### src/rtl/fpu_normalize_round_if.sv
// Handshake bundle between the FPU add/sub mantissa datapath and the
// normalise-and-round stage: operand beat in, packed single result out.
interface fpu_normalize_round_if #(
    parameter int EXP_W = 10
);
    logic             in_valid;
    logic             in_ready;
    logic [26:0]      in_mant;
    logic             in_sticky;
    logic [EXP_W-1:0] in_exp;
    logic             in_sign;
    logic             out_valid;
    logic             out_ready;
    logic [31:0]      out_result;
    logic             out_ovf;
    logic             out_unf;
    logic             out_zero;

    modport master (
        output in_valid, in_mant, in_sticky, in_exp, in_sign, out_ready,
        input  in_ready, out_valid, out_result, out_ovf, out_unf, out_zero
    );

    modport slave (
        input  in_valid, in_mant, in_sticky, in_exp, in_sign, out_ready,
        output in_ready, out_valid, out_result, out_ovf, out_unf, out_zero
    );
endinterface

### src/rtl/fpu_normalize_round.sv
// Multicycle normalise / round-to-nearest-even / re-bias stage producing a
// packed IEEE-754 single; one bit of normalisation shift per clock.
//
// state   | meaning
// --------+-----------------------------------------------------------
// S_IDLE  | waiting for an operand, in_ready high
// S_SHIFT | normalising: carry right-shift, or one left shift per cycle
// S_ROUND | RNE increment, exponent re-bias, overflow/underflow decision
// S_DONE  | result presented, held until out_ready
module fpu_normalize_round #(
    parameter int EXP_W = 10,
    parameter int BIAS  = 127
) (
    input  logic                 clk,
    input  logic                 arst_n,
    fpu_normalize_round_if.slave bus,
    output logic                 busy
);
    typedef enum logic [1:0] {
        S_IDLE  = 2'd0,
        S_SHIFT = 2'd1,
        S_ROUND = 2'd2,
        S_DONE  = 2'd3
    } state_t;

    localparam logic signed [EXP_W-1:0] EXP_MIN  = EXP_W'(1 - BIAS);
    localparam logic signed [EXP_W-1:0] EXP_BIAS = EXP_W'(BIAS);
    localparam logic signed [EXP_W-1:0] EXP_INF  = EXP_W'(255);
    localparam logic signed [EXP_W-1:0] EXP_ONE  = EXP_W'(1);
    localparam logic signed [EXP_W-1:0] EXP_ZERO = EXP_W'(0);

    state_t                  state_q, state_d;
    logic [26:0]             mant_q, mant_d;
    logic                    sticky_q, sticky_d;
    logic signed [EXP_W-1:0] exp_q, exp_d;
    logic                    sign_q, sign_d;
    logic [31:0]             result_q, result_d;
    logic                    ovf_q, ovf_d;
    logic                    unf_q, unf_d;
    logic                    zero_q, zero_d;

    logic                    rnd_up;
    logic [24:0]             rnd_sum;
    logic signed [EXP_W-1:0] rnd_exp;
    logic signed [EXP_W-1:0] rnd_biased;
    logic [22:0]             rnd_frac;

    always_ff @(posedge clk or negedge arst_n) begin
        if (!arst_n) begin
            state_q  <= S_IDLE;
            mant_q   <= '0;
            sticky_q <= 1'b0;
            exp_q    <= '0;
            sign_q   <= 1'b0;
            result_q <= '0;
            ovf_q    <= 1'b0;
            unf_q    <= 1'b0;
            zero_q   <= 1'b0;
        end else begin
            state_q  <= state_d;
            mant_q   <= mant_d;
            sticky_q <= sticky_d;
            exp_q    <= exp_d;
            sign_q   <= sign_d;
            result_q <= result_d;
            ovf_q    <= ovf_d;
            unf_q    <= unf_d;
            zero_q   <= zero_d;
        end
    end

    // On a rounding carry the sum is exactly 1.000..0, so sum[23:1] is the
    // zero fraction of the incremented exponent.
    always_comb begin
        rnd_up     = mant_q[1] & (mant_q[0] | sticky_q | mant_q[2]);
        rnd_sum    = {1'b0, mant_q[25:2]} + {24'd0, rnd_up};
        rnd_exp    = rnd_sum[24] ? exp_q + EXP_ONE : exp_q;
        rnd_biased = rnd_exp + EXP_BIAS;
        rnd_frac   = rnd_sum[24] ? rnd_sum[23:1] : rnd_sum[22:0];
    end

    always_comb begin
        state_d  = state_q;
        mant_d   = mant_q;
        sticky_d = sticky_q;
        exp_d    = exp_q;
        sign_d   = sign_q;
        result_d = result_q;
        ovf_d    = ovf_q;
        unf_d    = unf_q;
        zero_d   = zero_q;

        case (state_q)
            S_IDLE: begin
                if (bus.in_valid) begin
                    mant_d   = bus.in_mant;
                    sticky_d = bus.in_sticky;
                    exp_d    = bus.in_exp;
                    sign_d   = bus.in_sign;
                    result_d = '0;
                    ovf_d    = 1'b0;
                    unf_d    = 1'b0;
                    zero_d   = 1'b0;
                    state_d  = S_SHIFT;
                end
            end
            S_SHIFT: begin
                if (mant_q == 27'd0) begin
                    result_d = {sign_q, 31'd0};
                    zero_d   = 1'b1;
                    state_d  = S_DONE;
                end else if (mant_q[26]) begin
                    mant_d   = {1'b0, mant_q[26:1]};
                    sticky_d = sticky_q | mant_q[0];
                    exp_d    = exp_q + EXP_ONE;
                    state_d  = S_ROUND;
                end else if (!mant_q[25] && exp_q == EXP_MIN) begin
                    // No denormal support: anything below the normal range flushes.
                    result_d = {sign_q, 31'd0};
                    unf_d    = 1'b1;
                    zero_d   = 1'b1;
                    state_d  = S_DONE;
                end else if (!mant_q[25]) begin
                    mant_d   = {mant_q[25:0], 1'b0};
                    exp_d    = exp_q - EXP_ONE;
                end else begin
                    state_d  = S_ROUND;
                end
            end
            S_ROUND: begin
                if (rnd_biased >= EXP_INF) begin
                    result_d = {sign_q, 8'hFF, 23'd0};
                    ovf_d    = 1'b1;
                end else if (rnd_biased <= EXP_ZERO) begin
                    result_d = {sign_q, 31'd0};
                    unf_d    = 1'b1;
                    zero_d   = 1'b1;
                end else begin
                    result_d = {sign_q, rnd_biased[7:0], rnd_frac};
                end
                state_d = S_DONE;
            end
            S_DONE: begin
                if (bus.out_ready) begin
                    result_d = '0;
                    ovf_d    = 1'b0;
                    unf_d    = 1'b0;
                    zero_d   = 1'b0;
                    state_d  = S_IDLE;
                end
            end
            default: state_d = S_IDLE;
        endcase
    end

    assign bus.in_ready   = (state_q == S_IDLE);
    assign bus.out_valid  = (state_q == S_DONE);
    assign bus.out_result = result_q;
    assign bus.out_ovf    = ovf_q;
    assign bus.out_unf    = unf_q;
    assign bus.out_zero   = zero_q;
    assign busy           = (state_q != S_IDLE);
endmodule
### src/flat_wrapper.sv
// flat-port wrapper written by rule: the top's interface ports become plain ports
module fpu_normalize_round_flat 
#(
    parameter int EXP_W = 10,
    parameter int BIAS  = 127
)
  (clk, arst_n, busy, bus_in_valid, bus_in_mant, bus_in_sticky, bus_in_exp, bus_in_sign, bus_out_ready, bus_in_ready, bus_out_valid, bus_out_result, bus_out_ovf, bus_out_unf, bus_out_zero);
  fpu_normalize_round_if #(.EXP_W(EXP_W)) bus_i ();
  input  logic clk;
  input  logic arst_n;
  output logic busy;
  input wire logic [$bits(bus_i.in_valid)-1:0] bus_in_valid;
  input wire logic [$bits(bus_i.in_mant)-1:0] bus_in_mant;
  input wire logic [$bits(bus_i.in_sticky)-1:0] bus_in_sticky;
  input wire logic [$bits(bus_i.in_exp)-1:0] bus_in_exp;
  input wire logic [$bits(bus_i.in_sign)-1:0] bus_in_sign;
  input wire logic [$bits(bus_i.out_ready)-1:0] bus_out_ready;
  output wire logic [$bits(bus_i.in_ready)-1:0] bus_in_ready;
  output wire logic [$bits(bus_i.out_valid)-1:0] bus_out_valid;
  output wire logic [$bits(bus_i.out_result)-1:0] bus_out_result;
  output wire logic [$bits(bus_i.out_ovf)-1:0] bus_out_ovf;
  output wire logic [$bits(bus_i.out_unf)-1:0] bus_out_unf;
  output wire logic [$bits(bus_i.out_zero)-1:0] bus_out_zero;
  assign bus_i.in_valid = bus_in_valid;
  assign bus_i.in_mant = bus_in_mant;
  assign bus_i.in_sticky = bus_in_sticky;
  assign bus_i.in_exp = bus_in_exp;
  assign bus_i.in_sign = bus_in_sign;
  assign bus_i.out_ready = bus_out_ready;
  assign bus_in_ready = bus_i.in_ready;
  assign bus_out_valid = bus_i.out_valid;
  assign bus_out_result = bus_i.out_result;
  assign bus_out_ovf = bus_i.out_ovf;
  assign bus_out_unf = bus_i.out_unf;
  assign bus_out_zero = bus_i.out_zero;
  fpu_normalize_round #(.EXP_W(EXP_W), .BIAS(BIAS)) u_core (.clk(clk), .arst_n(arst_n), .bus(bus_i), .busy(busy));
endmodule
### config.mk
export PLATFORM = sky130hd
export DESIGN_NAME = fpu_normalize_round_flat
export DESIGN_NICKNAME = d
export VERILOG_FILES = /design/src/rtl/fpu_normalize_round_if.sv /design/src/rtl/fpu_normalize_round.sv /design/src/flat_wrapper.sv
export SDC_FILE = /design/constraint.sdc
export NUM_CORES = 1
export LEC_CHECK = 0
export BUFFER_PORTS_ARGS = -buffer_cell sky130_fd_sc_hd__buf_2
export CAP_MARGIN = 20
export CORE_MARGIN = 1.5
export CORE_UTILIZATION = 53
export DETAILED_ROUTE_END_ITERATION = 8
export PLACE_DENSITY = 0.87
export SYNTH_ARGS = -nofsm -noshare
export SYNTH_HDL_FRONTEND = slang
export SYNTH_SLANG_ARGS = --single-unit
### constraint.sdc
create_clock -name clk -period 4.5 [get_ports clk]
set_clock_uncertainty 0.2 [all_clocks]
set_input_delay 0.45 -clock clk [delete_from_list [all_inputs] [get_ports clk]]
set_output_delay 0.45 -clock clk [all_outputs]
set_load 0.05 [all_outputs]
After elaboration in Yosys (flattened, before gate mapping):

Cells that the tools add are included.
Widths: inputs -> output; s select.

* register bits: 76
* input port bits: 43
* output and inout bits: 38
* logic and storage cells: 100

* add/sub/neg operators: 4
* order comparisons: 2
* equal/unequal tests: 18
* multiplexer cells: 45
* bitwise gates (word level): 3
* reduce and logical (&&, ||, !) cells: 17

Operators by type and width (count)
* $mux 32: 5
* $pmux 32 s4: 1
* $mux 27: 4
* $mux 31: 2
* $mux 10: 6
* $pmux 27 s2: 1
* $logic_not 27->1: 1
* $mux 26: 1
* $add 24x1->25: 1
* $mux 23: 1
* $pmux 10 s2: 1
* $reduce_and 4->1: 4
* $mux 1: 12
* $mux 2: 6
* $add 10x2->10 const B: 1
* $add 10x8->10 const B: 1
* $eq 10x8->1 const B: 1
* $ge 10x9->1 const B: 1
* $le 10x1->1 const B: 1
* $ne 2x2->1 const B: 5
* $sub 10x2->10 const B: 1
* $ne 2x1->1 const B: 4
* $pmux 1 s4: 2
* $pmux 2 s4: 1
* 20 further kinds: 25

Logic depth before layout (Yosys ltp):

Gate-level depths: netlist (run 1).

* depth in word-level cells: 10
* depth in mapped cells: 20
* depth with buffers taken out: 17

Worst setup path after synthesis (run 1):

Ideal clock, no wire load.

* path kind: register -> register
* from: reg u_core.mant_q[2]
* to: reg u_core.unf_q, in the netlist u_core.bus.out_unf
* setup time: 128 ps
* arrival time: 4394 ps
* required time: 4172 ps
* setup slack: -221 ps
* cell stages (with the launch flop): 19
* period minus slack after synthesis: 4721 ps
* cells stage by stage: dfrtp_1 -> inv_1 -> nor2_1 -> ha_1 -> nand3_2 -> or4_4 -> nor2_2 -> clkbuf_1 -> nor2_1 -> a21oi_1 -> ha_1 -> xor2_1 -> xor2_1 -> o21ai_0 -> a22oi_1 -> a211oi_1 -> nand4b_2 -> a221oi_2 -> mux2_1

* cells in the longest elaborated chain, start to end: 8

Ends and longest elaborated chain
* from (decl): line fpu_normalize_round.sv:33 `logic [26:0] mant_q, mant_d;`
* from (signal assigned): line fpu_normalize_round.sv:61 `mant_q <= mant_d;`
* $or 1x1->1: line fpu_normalize_round.sv:75 `rnd_up = mant_q[1] & (mant_q[0] | sticky_q | mant_q[2]);`
* $and 1x1->1: line fpu_normalize_round.sv:75
* $add 24x1->25: line fpu_normalize_round.sv:76 `rnd_sum = {1'b0, mant_q[25:2]} + {24'd0, rnd_up};`
* $mux 10: line fpu_normalize_round.sv:77 `rnd_exp = rnd_sum[24] ? exp_q + EXP_ONE : exp_q;`
* $add 10x8->10: line fpu_normalize_round.sv:78 `rnd_biased = rnd_exp + EXP_BIAS;`
* $ge 10x9->1 / $le 10x1->1 (equally long branches): line fpu_normalize_round.sv:131, fpu_normalize_round.sv:134
* $ne 2x2->1 (no source line) / $ne 2x1->1 (equally long branches)
* $reduce_and 7->1 (no source line) (*)
* to (signal assigned): line fpu_normalize_round.sv:67 `unf_q <= unf_d;`
* to (decl): line fpu_normalize_round.sv:39 `logic unf_q, unf_d;`

Every way passes the cells marked *; elsewhere a longest branch is shown, timed or not.
A chain may end at the register's enable or synchronous reset.

Worst setup path after layout (run 1):

* from: reg u_core.mant_q[1]
* to: reg u_core.unf_q, in the netlist u_core.bus.out_unf

* cells in the longest elaborated chain, start to end: 7

Ends and longest elaborated chain (line)
* $and 1x1->1: fpu_normalize_round.sv:75
* $add 24x1->25: fpu_normalize_round.sv:76
* $mux 10: fpu_normalize_round.sv:77
* $add 10x8->10: fpu_normalize_round.sv:78
* $ge 10x9->1 / $le 10x1->1 (equally long branches): fpu_normalize_round.sv:131, fpu_normalize_round.sv:134
* $ne 2x2->1 (no source line) / $ne 2x1->1 (equally long branches)
* $reduce_and 7->1 (no source line) (*)

Marked as above.

==> flow_summary.toml, run 1 <==
[die]
io_pins = 81
coreArea_um2 = 10420
dieArea_um2 = 11450
die_w_um = 107.0
initial_core_util = 0.5504
rows = 37
die_height_um = 107.0

[synthesis]
synth_fp_nets = 748
synth-edff-count = 0
syn-instance-count = 694
ys_types = 78
yosysTopAreaCellShare = 0.3317
yosysWarnings = 0
yosysMostFrequentCell = "nand2_1"
synth_flop_cell = "dfrtp_1"
synth_largest_area_cell = "dfrtp_1"
async_reset_ff_frac = 1.000
ys_seq_elements = 76
yosysSeqAreaShare = 0.3317
syn_area_per_cell_um2 = 8.261
synth_area_leaders = "dfrtp_1, nand2_1, o21ai_0, xnor2_1, o311ai_0"
synth_common_cells = "nand2_1, o21ai_0, dfrtp_1, clkbuf_1, nor2_1"
synthesis.area_um2 = 5733

[timing]
hold_viol_final = 0
whs_ns = 0.02573
max_freq_mhz = 232.8
tns_ns = 0
setup_violations = 0
layout_min_cycle_time_ns = 4.296
drv_slew = 0
worstMarginPinSlew_ns = 1.005
finalCritPeriodShare = 0.9546
maxSlewHeadroom = 0.3239

[route]
vias_per_cell = 6.247
detail-route-antenna-nets = 0
drt-initial-drc-count = 565
dr.pass1.iters = 5
vias = 5491
routedWlPerCell_um = 17.83
drc = 0
routed_wl_um = 15670

[global_route]
antenna_found_initial = 0
grt_overflow = 0
grt.total_usage = 0.2826
grt_pass1_wl_um = 25720
grt_pass1_vias = 5114
grt_max_degree = 77

[cells_and_area]
fin_util = 0.6143
syn2layout_area_growth_pct = 11.61
antenna_cells = 0
nNetsFinal = 793
drive_gt1_frac = 0.2207
fillCellCount = 893
postLayoutCellArea_um2 = 6399
fin_cells = 879

[placement]
dp_hpwl_um = 11150
dpl.cell_count = 862
dpl_cell_area_um2 = 6148
numPortBuffers = 80
place_congestion = 0.9418

[power]
irDropWorstVdd_uv = 462.4
power.leakage_nw = 2.743
power.density_nw_per_um2 = 733.0

[clock_tree]
cts_buffers = 9
cts-root-buf = "clkbuf_8"
max-clock-path-buffers = 2
cts_sinks = 76
cts_tree = "yes"
cts.clk_slew.worst_paths_ns = 0.08
htreeDepth = 3
clkLatencyLatePin_ns = 0.37

[hold_path]
worstHoldPathType = "in -> async"

[critical_path]
worstPathRequired_ns = 4.56
crit_type = "reg -> reg"
crit_path_start_kind = "register"
critPathMaxFanout = 6
arrival_ns = 4.36
cp-end-kind = "register"

[status]
status = "finished, final reports clean"

[run]
cap_violations = 0
-- layout by cell type (no fill, tap or decap), types with 11 or more instances in the layout --
cell type,instances
nand3_1,24
xnor2_1,25
nor2_1,38
dfrtp_1,76
nor3_1,14
buf_2,79
xor2_1,11
inv_1,35
a21oi_1,21
nand2_1,104
o31ai_1,12
buf_4,15
o311ai_0,23
o21ai_0,77
nor4_1,11
-- path summary, 6_finish.rpt --
path                                                 startpoint                               endpoint  slack (ns)  depth (start not counted)
setup reg to reg                   u_core.mant_q[1]$_DFFE_PN0P_         u_core.bus.out_unf$_DFFE_PN0P_        0.20                         17
hold reg to reg            u_core.bus.out_result[6]$_DFFE_PN0P_   u_core.bus.out_result[6]$_DFFE_PN0P_        0.27                          2
max in group asynchronous                                arst_n  u_core.bus.out_result[13]$_DFFE_PN0P_        3.47                          1
min in group clk                                    bus_in_sign              u_core.sign_q$_DFFE_PN0P_        0.11                          2
hold / removal                                           arst_n              u_core.sign_q$_DFFE_PN0P_        0.03                          1
setup / recovery                   u_core.mant_q[1]$_DFFE_PN0P_         u_core.bus.out_unf$_DFFE_PN0P_        0.20                         17
-- what timing repair did --
action	CTS	global route
pin swaps	1	0
gates cloned	0	0
hold buffers	0	0
resized for setup	2	7
endpoints found under the hold margin	0	0
endpoints found under the setup margin	31	33
buffers inserted	1	1
-- cells by family (layout without fill, tap and decap cells) --
logic type / Yosys count / in the layout / synth area share
compound gates: 220 / 220 / 0.2800
xor+xnor: 40 / 40 / 0.06700
fa+ha+maj: 11 / 11 / 0.02401
buf+inv: 98 / 147 / 0.07333
flops: 76 / 76 / 0.3317
mux: 5 / 5 / 0.01004
simple gates: 244 / 244 / 0.2139
-- area by class of cell --
type | instances | area (um2) | area share
clock inverters | 6 | 65.06 | 0.01017
inverters | 36 | 135.1 | 0.02112
well taps | 136 | 170.2 | 0.02659
clock buffers | 9 | 123.9 | 0.01936
multi-input cells | 520 | 3463 | 0.5413
repair buffers | 96 | 539.3 | 0.08428
flip-flops and latches | 76 | 1902 | 0.2972
-- per-layer routing --
layer,vias up,share of wire,routed length [um],GRT usage
li1,2604,-,-,-
met1,2594,0.45,7038,0.4056
met2,265,0.46,7196,0.4354
met3,28,0.074,1153,0.04742
met4,0,0.018,283,0.08857
met5,-,0,0,0
-- report_power, final --
part	total (mW)	internal, mW	switching (mW)
logic	2.79	0.960	1.83
registers	1.37	0.934	0.435
clock network	0.526	0.254	0.273
total	4.69	2.15	2.54
-- worst max-delay path: stages (launching register included) --
cell and delay [ns]:
dfrtp_1 0.37, inv_1 0.10, nor2_2 0.15, ha_2 0.22
nand3_2 0.11, or4_4 0.62, nor2_4 0.19, xnor2_1 0.17
inv_1 0.14, ha_4 0.22, xor2_4 0.18, xor2_1 0.18
o21ai_0 0.17, a22oi_1 0.10, a211oi_1 0.23, nand4b_2 0.20
a221oi_2 0.30, mux2_1 0.34
-- registers in the layout (all words and copies together), names as in the netlist --
name,count
u_core.bus.out_ovf,1
u_core.mant_q,27
u_core.sticky_q,1
u_core.bus.out_zero,1
u_core.sign_q,1
u_core.state_q,2
u_core.exp_q,10
u_core.bus.out_unf,1
u_core.bus.out_result,32
-- per-stage QoR --
step | power [mW] | setup WS (ns)
CTS | 4.596 | 0.003404
finish | 4.690 | 0.2044
floorplan | 3.432 | 0.01854
detailed placement | 4.047 | -0.1203
global route | 5.028 | -0.02409
global placement | 3.935 | 0.09834
Power figures use the tool's default switching activity.
==> inputs of run 2 (changes only) <==
==> constraint.sdc (replaced) <==
create_clock -name clk -period 3.8 [get_ports clk]
set_clock_uncertainty 0.2 [all_clocks]
set_input_delay 0.38 -clock clk [delete_from_list [all_inputs] [get_ports clk]]
set_output_delay 0.38 -clock clk [all_outputs]
set_load 0.05 [all_outputs]
==> run 2 against run 1 <==
  * The run now ends with negative setup slack left
  * Routed wire length up 8.5%
  * Combinational power is 48% higher
  * Maximum frequency up 10%
  * Die area unchanged
  * Worst hold slack better by 0.026 ns
  * Sequential power grew 6%
  * Core utilization up 7.0 points
  * Flip-flop and latch count did not move
  * Cell count is 6.1% higher
  * Cell area grew 11%
  * Non-clock buffer count grew 53
  * Global-route usage increased by 1.2 points
  * Critical path type unchanged
  * Largest power group unchanged
==> flow_summary.toml, run 2 (same netlist as run 1, synthesis figures left out) <==
[cells_and_area]
largest_register_ffs = 32
postLayoutCellArea_um2 = 7127
antenna_cells = 0
final_common_cell = "nand2_1"
most-common-layout-cells = "nand2_1, buf_2, o21ai_0, dfrtp_1, buf_4"
drive_gt1_frac = 0.2949
nNetsFinal = 846
fin_util = 0.6842
syn2layout_area_growth_pct = 24.31
fillCellCount = 803

[timing]
hold_viol_final = 0
worstMarginPinSlew_ns = 0.9579
drv_slew = 0
maxSlewHeadroom = 0.3614
layout_min_cycle_time_ns = 3.899
finalCritPeriodShare = 1.026
max_freq_mhz = 256.5
setup_violations = 29
fin_ws_ns = -0.09899
rsz0062_at_grt = "true"
tns_ns = -1.843

[route]
wl_met3_um = 1479
drt-initial-drc-count = 674
routed.top_layer = "met4"
routed_wl_um = 17000
vias_per_cell = 6.374
routedWlPerCell_um = 18.22
dr.pass1.iters = 7
drc = 0
vias = 5947
detail-route-antenna-nets = 0
wl_met2_um = 8024
m1WireLength_um = 7062

[clock_tree]
max-clock-path-buffers = 2
htreeDepth = 3
cts_buffers = 9
clkLatencyLatePin_ns = 0.37
cts_sinks = 76
cts.clk_slew.worst_paths_ns = 0.08
cts-root-buf = "clkbuf_8"
cts_tree = "yes"

[critical_path]
critPathMaxFanout = 14
startpoint = "u_core.mant_q[2]$_DFFE_PN0P_"
crit_path_start_kind = "register"
arrival_ns = 3.97
critPathMaxStageDelay_ns = 0.55
slowest_stage = "or4_4"
worstPathRequired_ns = 3.87
endpoint = "u_core.bus.out_result[22]$_DFFE_PN0P_"
cp-end-kind = "register"
r2r_cells = 20
critPathMostFrequentCell = "nor2_4"
path_cells = "inv_2, nor2_4, ha_4, nand3_4, or4_4, nor2_4, nor2_4, a21oi_4, ha_4, xor2_4, xor2_1, o21ai_1, a22oi_1, a211oi_2, nand4b_4, buf_6, nand3_4, buf_12, buf_16, o31ai_2"
worstReg2RegEnd = "u_core.bus.out_result[22]$_DFFE_PN0P_"
reg2reg_from = "u_core.mant_q[2]$_DFFE_PN0P_"
crit_type = "reg -> reg"
rrSetupSlack_ns = -0.1

[die]
io_pins = 81
coreArea_um2 = 10420
dieArea_um2 = 11450
die_w_um = 107.0
die_height_um = 107.0
rows = 37
initial_core_util = 0.5504

[global_route]
antenna_found_initial = 0
grt.total_usage = 0.2947
grt_overflow = 0
grt_pass1_vias = 5330
grt_pass1_wl_um = 26660
grt_max_degree = 77

[placement]
numPortBuffers = 80
dp_hpwl_um = 11910
dpl_cell_area_um2 = 6575
place_congestion = 0.9411

[power]
power.leakage_nw = 3.124
irDropWorstVdd_uv = 463.5
p_total_mw = 6.270
power.density_nw_per_um2 = 879.8

[status]
status = "finished with violations"
violations = "negative setup slack"

[hold_path]
worstHoldPathType = "in -> reg"

[run]
cap_violations = 0
-- run 2: worst max-delay path: cells and delay by family, from the launching register on --
family                   cells  cell delay [ns]
AND/OR/NAND/NOR              7             1.26
buffers and inverters        4             0.52
XOR/XNOR                     2             0.34
flip-flops                   1             0.38
adder cells (fa/ha/maj)      2             0.37
AO/OA/AOI/OAI                5             0.72
-- run 2: worst min path at each step --
| stage | from | to | slack [ns] | cells after the start |
|---|---|---|---|---|
| final | bus_in_sign | u_core.sign_q$_DFFE_PN0P_ | 0.05 | 2 |
| after global routing | bus_in_mant[25] | u_core.mant_q[25]$_DFFE_PN0P_ | 0.06 | 2 |
| after CTS | bus_in_sign | u_core.sign_q$_DFFE_PN0P_ | 0.05 | 2 |
| after detailed placement | u_core.bus.out_result[8]$_DFFE_PN0P_ | u_core.bus.out_result[8]$_DFFE_PN0P_ | 0.27 | 2 |
| after global placement | u_core.bus.out_result[31]$_DFFE_PN0P_ | u_core.bus.out_result[31]$_DFFE_PN0P_ | 0.26 | 2 |
| after floorplan | arst_n | u_core.bus.out_ovf$_DFFE_PN0P_ | -0.12 | 0 |
-- run 2: layout make-up --
type	count	area [um2]	share of cell area
timing repair buffer	149	1018	0.1429
tap	136	170.2	0.02388
sequential	76	1902	0.2669
multi-input combinational	520	3677	0.5160
clock inverter	5	82.58	0.01159
inverter	36	135.1	0.01896
clock buffer	11	141.4	0.01984
-- run 2: routing by layer --
layer,global-route usage,vias to the layer above
li1,-,2721
met3,0.04134,44
met5,0,-
met2,0.4629,342
met4,0.1095,0
met1,0.4138,2840
-- run 2: stage by stage --
stage                     hold WS [ns]  setup slack (ns)  cells
after floorplan                -0.1156           -0.3453    694
after global placement          0.2558          -0.03221    904
after detailed placement        0.2657           -0.1477    904
after CTS                      0.04902          -0.03750    925
after global routing           0.05854           -0.2476    933
final                          0.05219          -0.09899    933
-- run 2: power by group --
part           internal [mW]  switching (mW)
combinational           1.50            2.62
clock                  0.391           0.314
sequential              1.11           0.340
total                   3.00            3.27
-- run 2: what timing repair did --
item / 4_1_cts / 5_1_grt
endpoints found under the setup margin: 33 / 34
hold endpoints to repair: 22 / 0
gates cloned: 2 / 0
buffers inserted: 2 / 7
hold buffers: 1 / 0
pin swaps: 12 / 18
gates resized for setup: 10 / 22
==> inputs of run 3 (changes only) <==
--- a/config.mk
+++ b/config.mk
@@ -10,6 +10,7 @@
 export CORE_MARGIN = 1.5
 export CORE_UTILIZATION = 53
 export DETAILED_ROUTE_END_ITERATION = 8
+export GPL_TIMING_DRIVEN = 0
 export PLACE_DENSITY = 0.87
 export SYNTH_ARGS = -nofsm -noshare
 export SYNTH_HDL_FRONTEND = slang
==> run 3 against run 2 <==
  * The run still ends with negative setup slack left
  * Clock power up 4.1%
  * Critical path depth did not move
  * Via count up 1.9%
  * Highest routed layer unchanged
  * Sequential power decreased by 3%
  * Register-to-register slack got worse by 0.15 ns
  * Non-clock buffer count is 27 higher
  * Combinational power increased by 6.8%
==> flow_summary.toml, run 3 (same netlist as run 1, synthesis figures left out) <==
[status]
status = "finished with violations"
violations = "negative setup slack"

[clock_tree]
max-clock-path-buffers = 2
htreeDepth = 3
cts_sinks = 76
clkLatencyLatePin_ns = 0.37
cts-root-buf = "clkbuf_8"
cts_tree = "yes"
cts.clk_slew.worst_paths_ns = 0.09
cts_buffers = 9

[critical_path]
arrival_ns = 4.13
critPathMostFrequentCell = "nor2_4"
crit_path_start_kind = "register"
path_cells = "inv_2, nor2_4, ha_4, nand3_4, or4_4, nor2_4, clkbuf_16, nor2_4, a21oi_4, ha_4, xor2_4, xor2_1, o21ai_1, a22oi_1, a211oi_2, nand4b_4, nand3_4, buf_12, buf_8, o31ai_2"
crit_type = "reg -> reg"
cp-end-kind = "register"
slowest_stage = "or4_4"
critPathMaxFanout = 6
worstPathRequired_ns = 3.89
critPathMaxStageDelay_ns = 0.52

[timing]
hold_viol_final = 0
rsz0062_at_grt = "true"
maxSlewHeadroom = 0.3319
drv_slew = 0
max_freq_mhz = 247.2
worstMarginPinSlew_ns = 0.9930
whs_ns = 0.04439
setup_violations = 33
layout_min_cycle_time_ns = 4.045
fin_ws_ns = -0.2451
tns_ns = -5.121
finalCritPeriodShare = 1.065

[global_route]
use_met2 = 0.5256
grt_overflow = 0
grt.total_usage = 0.3340
grt_pass1_wl_um = 29640
grt_max_degree = 48
antenna_found_initial = 0
grt_util_met1 = 0.4589
top_usage_layer = "met2"
use_met3 = 0.04924
grt_pass1_vias = 5709

[cells_and_area]
final_common_cell = "nand2_1"
largest_register_ffs = 32
antenna_cells = 0
fillCellCount = 821
fin_util = 0.7034
nNetsFinal = 873
syn2layout_area_growth_pct = 27.80
most-common-layout-cells = "nand2_1, buf_2, o21ai_0, dfrtp_1, clkbuf_1"
drive_gt1_frac = 0.2791

[route]
vias = 6060
drc = 0
routed_wl_um = 19450
routedWlPerCell_um = 20.26
vias_per_cell = 6.313
dr.pass1.iters = 6
detail-route-antenna-nets = 0
drt-initial-drc-count = 645

[power]
p_total_mw = 6.551
irDropWorstVdd_uv = 494.0
power.density_nw_per_um2 = 894.1
power.leakage_nw = 3.133

[hold_path]
worstHoldPathType = "in -> reg"

[placement]
place_ws_ns = -0.8622
numPortBuffers = 80
dp_hpwl_um = 13390
place_congestion = 0.9409

[die]
die_w_um = 107.0
initial_core_util = 0.5504
coreArea_um2 = 10420
rows = 37
io_pins = 81
dieArea_um2 = 11450
die_height_um = 107.0

[run]
cap_violations = 0
-- run 3: cell types whose count changed in the layout (fill, tap and decap cells not counted), moves of 4 or more --
cell	before	now
o21ai_1	7	1
buf_4	60	27
clkbuf_1	1	42
o21ai_2	3	8
o31ai_2	8	3
buf_2	79	87
buf_6	2	6
o31ai_4	5	12
-- run 3: final cells by class --
class	instances	area, um2	area share
multi-input cells	520	3797	0.5183
flip-flops and latches	76	1904	0.2599
repair buffers	114	765.7	0.1045
plain buffers	62	331.6	0.04525
well taps	136	170.2	0.02322
inverters	36	135.1	0.01844
clock buffers	9	123.9	0.01691
clock inverters	7	98.84	0.01349
-- run 3: what timing repair did --
action	4_1_cts	5_1_grt
hold buffers	1	0
gates resized for setup	25	37
endpoints found under the hold margin	29	0
setup endpoints to repair	34	33
cloned	4	1
pin swaps	13	27
buffers inserted	20	7
-- run 3: metrics by stage --
stage / cells / instance area, um2
5_1_grt: 960 / 7327
4_1_cts: 952 / 7052
3_5_place_dp: 911 / 6444
6_report: 960 / 7327
2_1_floorplan: 694 / 5843
3_3_place_gp: 910 / 6414
-- run 3: where the power goes --
group | total (mW) | internal (mW) | switching (mW)
Combinational | 4.40 | 1.48 | 2.93
Clock | 0.733 | 0.376 | 0.357
Sequential | 1.41 | 1.11 | 0.304
Total | 6.55 | 2.96 | 3.59
-- run 3: final timing paths --
kind / depth (start not counted) / slack [ns] / end / startpoint
min: 2 / 0.04 / u_core.sign_q$_DFFE_PN0P_ / bus_in_sign
max: 20 / -0.25 / u_core.bus.out_result[22]$_DFFE_PN0P_ / u_core.mant_q[1]$_DFFE_PN0P_
max in group asynchronous: 3 / 2.47 / u_core.mant_q[3]$_DFFE_PN0P_ / arst_n
min in group asynchronous: 2 / 0.33 / u_core.exp_q[7]$_DFFE_PN0P_ / arst_n
min reg2reg: 2 / 0.28 / u_core.bus.out_result[27]$_DFFE_PN0P_ / u_core.bus.out_result[27]$_DFFE_PN0P_
max reg2reg: 20 / -0.25 / u_core.bus.out_result[22]$_DFFE_PN0P_ / u_core.mant_q[1]$_DFFE_PN0P_
-- run 3: layer usage --
layer / share of wire / vias to the layer above
li1: - / 2775
met1: 0.42 / 2941
met2: 0.48 / 312
met3: 0.075 / 32
met4: 0.020 / 0
met5: 0 / -
-- run 3: worst max-delay path: cells and delay by family (launching register included) --
kind / cells / cell delay, ns
and+or+nand+nor: 7 / 1.29
xor gates and xnor gates: 2 / 0.37
DFF: 1 / 0.39
buffers and inverters: 4 / 0.58
AOI/OAI and AO/OA: 5 / 0.73
adders and majority gates: 2 / 0.37
